===== src/rtl/stream_demux4_pkg.sv =====
// Shared definitions for the 1-to-4 stream demultiplexer.
package stream_demux4_pkg;

    localparam int NCH = 4;

    typedef logic [1:0] ch_sel_t;

    function automatic logic [NCH-1:0] sel_onehot(input ch_sel_t sel);
        logic [NCH-1:0] oh;
        oh = '0;
        oh[sel] = 1'b1;
        return oh;
    endfunction

endpackage


===== src/rtl/stream_slot.sv =====
// One output channel: a single-entry registered buffer with a wrapping count of delivered beats.
module stream_slot
    import stream_demux4_pkg::*;
#(
    parameter int W  = 8,
    parameter int CW = 8
) (
    input  logic          clk,
    input  logic          rst_n,
    input  logic          load,
    input  logic [W-1:0]  din,
    input  logic          ready,
    output logic          valid,
    output logic [W-1:0]  dout,
    output logic [CW-1:0] cnt
);

    logic          vld_q, vld_d;
    logic [W-1:0]  buf_q, buf_d;
    logic [CW-1:0] cnt_q, cnt_d;
    logic          drain;

    assign drain = vld_q & ready;

    // A load in the same cycle as a drain refills the slot, keeping one beat per cycle.
    always_comb begin
        vld_d = load | (vld_q & ~ready);
        buf_d = load ? din : buf_q;
        cnt_d = drain ? cnt_q + CW'(1) : cnt_q;
    end

    always_ff @(posedge clk or negedge rst_n) begin
        if (!rst_n) begin
            vld_q <= 1'b0;
            buf_q <= '0;
            cnt_q <= '0;
        end else begin
            vld_q <= vld_d;
            buf_q <= buf_d;
            cnt_q <= cnt_d;
        end
    end

    assign valid = vld_q;
    assign dout  = buf_q;
    assign cnt   = cnt_q;

endmodule


===== src/rtl/stream_demux4.sv =====
// 1-to-4 valid/ready demultiplexer: routes each input beat to the channel named by in_sel.
module stream_demux4
    import stream_demux4_pkg::*;
#(
    parameter int W  = 8,
    parameter int CW = 8
) (
    input  logic              clk,
    input  logic              rst_n,
    input  logic [W-1:0]      in_data,
    input  logic [1:0]        in_sel,
    input  logic              in_valid,
    output logic              in_ready,
    output logic [NCH*W-1:0]  out_data,
    output logic [NCH-1:0]    out_valid,
    input  logic [NCH-1:0]    out_ready,
    output logic [NCH*CW-1:0] out_cnt
);

    logic [NCH-1:0] sel_oh;
    logic [NCH-1:0] load;
    logic           accept;

    // Readiness looks only at the addressed channel so a stalled consumer never blocks the others.
    assign in_ready = rst_n & (~out_valid[in_sel] | out_ready[in_sel]);
    assign accept   = in_valid & in_ready;
    assign sel_oh   = sel_onehot(ch_sel_t'(in_sel));
    assign load     = sel_oh & {NCH{accept}};

    for (genvar k = 0; k < NCH; k++) begin : g_slot
        stream_slot #(
            .W  (W),
            .CW (CW)
        ) u_slot (
            .clk   (clk),
            .rst_n (rst_n),
            .load  (load[k]),
            .din   (in_data),
            .ready (out_ready[k]),
            .valid (out_valid[k]),
            .dout  (out_data[k*W +: W]),
            .cnt   (out_cnt[k*CW +: CW])
        );
    end

endmodule


===== config.mk =====
export PLATFORM = sky130hd
export DESIGN_NAME = stream_demux4
export DESIGN_NICKNAME = d
export VERILOG_FILES = /design/src/rtl/stream_demux4_pkg.sv /design/src/rtl/stream_slot.sv /design/src/rtl/stream_demux4.sv
export SDC_FILE = /design/constraint.sdc
export NUM_CORES = 1
export LEC_CHECK = 0
export ABC_AREA = 0
export CAP_MARGIN = 10
export CORE_MARGIN = 2
export CORE_UTILIZATION = 46
export CTS_CLUSTER_SIZE = 12
export DETAILED_ROUTE_END_ITERATION = 10
export PLACE_DENSITY = 0.79
export RECOVER_POWER = 100
export SLEW_MARGIN = 20
export SYNTH_ARGS = -nofsm -noshare
export SYNTH_HDL_FRONTEND = slang
export SYNTH_SLANG_ARGS = --single-unit

===== constraint.sdc =====
create_clock -name clk -period 2 [get_ports clk]
set_input_delay 0.6 -clock clk [delete_from_list [all_inputs] [get_ports clk]]
set_output_delay 0.6 -clock clk [all_outputs]
set_load 0.05 [all_outputs]

==> results of run 1 <==
[cell type report]
cell class                      instances  area, um2  share of cell area, %
Sequential cell                        68       1700                   45.6
Multi-Input combinational cell        127       1110                   29.9
Timing Repair Buffer                  105        639                   17.1
Clock buffer                           11        151                   4.06
Tap cell                               75       93.8                   2.52
Clock inverter                          4       25.0                  0.671
Inverter                                1       3.75                  0.101
[kinds of logic after synthesis]
family                     synth area share (%)
AOI/OAI and AO/OA                         0.664
xor gates and xnor gates                   8.68
adders and majority gates                  1.77
buffers and inverters                      1.91
DFF                                        60.3
muxes                                      14.7
and+or+nand+nor                            12.0
[how the worst max path moves through the flow]
stage / slack (ns) / to / cells past startpoint / startpoint
after CTS: 0.01 / in_ready / 5 / out_ready[1]
after global routing: 0.008 / in_ready / 5 / out_ready[1]
after floorplan: 0.06 / in_ready / 4 / in_sel[1]
after global placement: -0.44 / in_ready / 6 / out_ready[0]
final: 0.04 / in_ready / 5 / out_ready[1]
after detailed placement: -0.44 / in_ready / 6 / out_ready[0]
[sequential cells by signal (all words and copies together) (netlist names)]
signal               count
g_slot.u_slot.cnt       32
g_slot.u_slot.dout      32
g_slot.u_slot.valid      4
[through the flow]
stage	hold slack [ns]	instances	total power [W]	setup TNS (ns)	area (um2)
3_3_place_gp	0.459	373	0.00390	-6.89	3740
2_1_floorplan	0.304	204	0.00325	0	2840
4_1_cts	0.366	391	0.00499	0	3980
6_report	0.360	391	0.00470	0	3730
5_1_grt	0.379	391	0.00492	0	3730
3_5_place_dp	0.463	373	0.00395	-7.31	3740
[placed cells by master, fill, tap and decap left out, types with 2 or more instances in the layout]
| cell | instances |
|---|---|
| nand2b_4 | 3 |
| buf_4 | 10 |
| clkbuf_2 | 27 |
| nor3_1 | 2 |
| nand4_1 | 11 |
| nand3_1 | 5 |
| dfrtp_1 | 68 |
| clkbuf_4 | 3 |
| and3_1 | 5 |
| xor2_1 | 8 |
| nor2_1 | 5 |
| clkdlybuf4s50_1 | 8 |
| mux2_2 | 35 |
| buf_12 | 5 |
| nand2_1 | 14 |
| buf_2 | 4 |
| clkinv_2 | 2 |
| ha_1 | 4 |
| clkdlybuf4s15_1 | 2 |
| clkbuf_1 | 44 |
| clkinvlp_4 | 2 |
| clkbuf_8 | 11 |
| and2_0 | 2 |
| xnor2_1 | 20 |
[routing by layer]
layer,part of all wire [%],wire (um),up-vias
met2,47,2760,64
li1,-,-,926
met5,0,0,-
met3,9.3,542,6
met1,42,2470,971
met4,1.1,66,0
[synth_stat cells]
cell       instances
dfrtp_1           68
mux2_2            35
xnor2_1           20
nand2_1           14
nand4_1           10
xor2_1             8
buf_4              5
nor2_1             5
and3_1             4
ha_1               4
nand3_1            4
nand2b_1           3
and2_1             2
clkbuf_1           2
nor3_1             2
nor3b_4            2
a21oi_1            1
and3_4             1
and4_1             1
buf_2              1
inv_1              1
mux2_1             1
mux2i_1            1
nand3_2            1
nand4_2            1
nand4bb_1          1
nor2b_1            1
nor4_1             1
o21ai_0            1
o311ai_0           1
or2_2              1
or3b_2             1
[critical path, cell delays in order]
cell and delay (ns):
clkdlybuf4s15_2 0.20, nand4bb_4 0.14, o311ai_4 0.11, a21oi_4 0.16, buf_12 0.15
[power groups by stage]
stage	sequential (W)	clock (W)	combinational, W
after floorplan	0.00288	0	0.000368
after global placement	0.00192	0	0.00198
after detailed placement	0.00193	0	0.00201
after CTS	0.00191	0.00104	0.00203
after global routing	0.00195	0.00109	0.00188
final	0.00190	0.00101	0.00178
[repair_timing]
action,CTS,global route
endpoints found under the setup margin,1,1
buffers inserted,4,0
pin swaps,3,1
resized for setup,26,1
==> run metrics, run 1 <==
outcome=completed; Net Count, Synth=225; top cells by area, synth=dfrtp_1 (60%), mux2_2 (14%), xnor2_1 (6.2%); sw power=0.00209 W; min Tclk post-route=1.96 ns; internal power=0.00260 W; global route total overflow=0; Total Wirelength=5.84 mm; syn_area_per_cell=13.8 um2; io pins=86; via count=1967; leak pwr=1.72 nW; register area share after synthesis=60.3%; Worst Path Required=1.40 ns; layout cells sized above 1=34.8%; Setup WS pre-CTS=-0.444 ns; first-pass GRT wire length=9.25 mm; reg-to-reg endpoint=g_slot[2].u_slot.dout[5]; maximum number of pins on one net before global-route repair=47; Crit Path Class=in2out; initial core utilization=47.7%; drt pass-1 iters=4; Setup crit start kind=primary input; peak supply drop=747 uV; dpl hpwl=4.19 mm; Slew HR=25.9%; final setup violation count=0; Global Route met1 Usage=22.7%; nets@finish=333; Critical Path Fanout Max=2; cell count after synthesis=204; Clk pin slew, worst setup/hold paths=0.08 ns; Worst Setup End Kind=output pin; CTS Sinks=68; Worst R2R Start=g_slot[2].u_slot.valid; Register-to-Register Path Depth=5; Sw Ratio=44.5%; clock network fraction of total power=21.5%; area grow syn2layout=32.1%; Max Fclk=510 MHz; H-tree levels=3; antenna viol nets, final=0; Final WS setup=0.0383 ns; GR Util met2=28.6%; register bit total from synthesis=68; Worst Tran Pin Value=1.11 ns; unrepaired setup endpoints after global routing=no; Synth area leader=dfrtp_1; Combinational Power Share=37.9%; min-delay worst type=in2async; PwrDens=1260 nW/um2; total track usage=18.7%; vias in the first global route=1979; starting DRC count in detailed routing=53; met3 GRT Util=9.24%; total CTS buffers=9; Max-Cap Viols=0; Yosys warnings=0; period utilisation layout=98.1%; clk_lat worst skew=0.33 ns; Final Wtd Congestion=0.716; top cell type's share of synthesized area=60.3%; root buffer cell=clkbuf_8; Reg power frac=40.6%; full die area=6780 um2; Mapped Area=2820 um2; GR peak layer=met2; core box area=5920 um2; Hold-fix buffers, CTS=0; Die X-Extent=82.4 um; vias per inst=5.03; Util after Layout=63.0%; Fill cells=509; CTS max path bufs=2; final hold vios=0; CTS tree=done; drt drc=0; Routed WL per cell=14.9 um; initial antenna violation count=0; Max Slew Vio Count=0; IO Port Bufs=85; r2r setup slk=0.41 ns; Ant. Diodes=0; chip height=82.4 um; crit path DAT=1.36 ns; maximum clock skew at final layout=0.00641 ns; row count=28; count of cell types in the netlist=32
(Power assumes the default switching activity.)
==> run 2, diff against run 1 <==
--- a/config.mk
+++ b/config.mk
@@ -11,8 +11,9 @@
 export CORE_UTILIZATION = 46
 export CTS_CLUSTER_SIZE = 12
 export DETAILED_ROUTE_END_ITERATION = 10
-export PLACE_DENSITY = 0.79
+export PLACE_DENSITY = 0.85
 export RECOVER_POWER = 100
+export REMOVE_ABC_BUFFERS = 1
 export SLEW_MARGIN = 20
 export SYNTH_ARGS = -nofsm -noshare
 export SYNTH_HDL_FRONTEND = slang
==> run 2 against run 1 <==
Compared with the run above: setup slack got worse by 0.024 ns; die area did not move; combinational power barely moved; first-iteration DRC count fell by 3.8%; largest power group unchanged; highest routed layer unchanged.
==> run metrics, run 2 (synthesized netlist as in run 1, its figures left out) <==
Met1 Wirelength=2.41 mm (-2.4%); full die area=6780 um2 (unchanged); row count=28 (unchanged); Routed WL per cell=15.0 um (+0.68%); outcome=completed; CTS max path bufs=2 (unchanged); min-delay worst type=in2async; Final Wtd Congestion=0.787 (+9.9%); crit path max-delay cell type=clkbuf_16; initial antenna violation count=0 (unchanged); Worst Tran Pin Value=0.949 ns (-0.162 ns); fin cells=393 (+0.51%); maximum clock skew at final layout=0.0102 ns (+0.00377 ns); most frequent cells in the layout=dfrtp_1 (66), clkbuf_1 (50), mux2_2 (35); Post-Place Cells=373 (unchanged); CTS tree=done; Setup crit start=in_sel[1]; PwrDens=1310 nW/um2 (+3.9%); total track usage=18.1% (-0.64 points); vias per inst=5.04 (about the same); Clk pin slew, worst setup/hold paths=0.07 ns (about the same); Fill cells=516 (+1.4%); drt drc=0 (unchanged); io pins=86 (unchanged); Setup crit start kind=primary input; met3 wire length=425 um (-22%); via count=1979 (+0.61%); Max-Cap Viols=0 (unchanged); WP buf/inv=2 (unchanged); Register-to-Register Path Depth=5 (unchanged); highest routed layer=met4; drt pass-1 iters=4 (unchanged); antenna viol nets, final=0 (unchanged); vias in the first global route=1966 (-0.66%); H-tree levels=3 (unchanged); max incr delay on CP=0.19 ns (about the same); Die X-Extent=82.4 um (unchanged); Critical Path Fanout Max=4 (+2); min Tclk post-route=1.99 ns (+0.0240 ns); layout cells sized above 1=34.6% (-0.22 points); final hold vios=0 (unchanged); Worst Path Required=1.40 ns (about the same); Worst Setup End Kind=output pin; metal2 WL=3.02 mm (+9.1%); peak supply drop=688 uV (-8.0%); CTS Sinks=68 (unchanged); global route total overflow=0 (unchanged); initial core utilization=47.7% (unchanged); maximum number of pins on one net before global-route repair=40 (-15%); leak pwr=1.72 nW (+0.13%); clk_lat worst skew=0.33 ns (about the same); root buffer cell=clkbuf_8; nets@finish=334 (+0.30%); Crit Path Class=in2out; area grow syn2layout=32.8%; IO Port Bufs=85 (unchanged); Max Slew Vio Count=0 (unchanged); Max Fclk=504 MHz (-1.2%); Total Wirelength=5.91 mm (+1.2%); period utilisation layout=99.3% (+1.2 points); cells along the critical path=buf_2 > nand4bb_4 > o311ai_4 > a21oi_2 > clkbuf_16; Ant. Diodes=0 (unchanged); Slew HR=36.7% (+11 points); core box area=5920 um2 (unchanged); chip height=82.4 um (unchanged); CP top delay family=buffers and inverters; crit path DAT=1.39 ns (+0.03 ns); Util after Layout=63.3% (+0.34 points); Worst path depth=5 (unchanged); total CTS buffers=9 (unchanged); starting DRC count in detailed routing=51 (-3.8%); final setup violation count=0 (unchanged); Worst R2R Start=g_slot[1].u_slot.valid; commonest non-fill, non-tap cell in the layout=dfrtp_1; dpl hpwl=4.16 mm (-0.84%); first-pass GRT wire length=9.21 mm (-0.44%); Hold-fix buffers, CTS=0 (unchanged)
==> run 2: cell count changes in the layout (fill, tap and decap cells not counted), sizes merged <==
cell	before	now
bufinv	0	2
clkbuf	85	87
clkdlybuf4s15	3	1
clkinv	2	4
buf	19	18
clkinvlp	2	1
==> run 2: layer usage <==
metal	vias to the layer above	track usage (%)
met5	-	0
met1	970	22.5
li1	928	-
met2	71	29.2
met4	0	7.33
met3	10	5.65
==> run 2: path summary, 6_finish.rpt <==
path	endpoint	slack (ns)
max in group asynchronous	g_slot[1].u_slot.valid	0.71
worst min-delay path	g_slot[0].u_slot.valid	0.1
min in group clk	g_slot[1].u_slot.cnt[7]	0.47
worst min register to register	g_slot[1].u_slot.cnt[7]	0.47
worst max-delay path	in_ready	0.01
worst max register to register	g_slot[1].u_slot.dout[0]	0.37
==> run 2: what timing repair did <==
action                     CTS  global route
gates cloned                 0             0
gates resized for setup     29             5
setup buffers                3             1
pin swaps                    3             1
setup endpoints to repair    1             1
==> run 2: layout make-up <==
type / instances / area, um2 / share of cell area, %
Sequential cell: 68 / 1700 / 45.4
Multi-Input combinational cell: 127 / 1110 / 29.6
Timing Repair Buffer: 106 / 622 / 16.6
Clock buffer: 9 / 124 / 3.30
Tap cell: 75 / 93.8 / 2.50
Clock inverter: 7 / 91.3 / 2.44
Inverter: 1 / 3.75 / 0.100
==> run 2: power by group <==
| part | total (W) | internal [W] | switching, W |
|---|---|---|---|
| registers | 0.00191 | 0.00166 | 0.000255 |
| clock network | 0.00121 | 0.000697 | 0.000512 |
| logic | 0.00178 | 0.000440 | 0.00134 |
==> run 2: worst reg2reg max path: cells and delay by family, from the launching register on <==
family / cells / cell delay [ns]
and+or+nand+nor: 2 / 0.43
DFF: 1 / 0.42
muxes: 1 / 0.35
buffers and inverters: 2 / 0.32
==> run 2: metrics by stage <==
stage	hold WS, ns	TNS [ns]	setup slack, ns	total power [W]	cell area (um2)
after detailed placement	0.429	-9.22	-0.410	0.00394	3720
final	0.0984	0	0.0143	0.00491	3750
after floorplan	0.304	-0.267	-0.267	0.00323	2770
after CTS	0.0815	-0.0355	-0.0355	0.00518	3990
after global routing	0.0851	-0.00234	-0.00234	0.00514	3750
after global placement	0.429	-8.66	-0.415	0.00389	3720
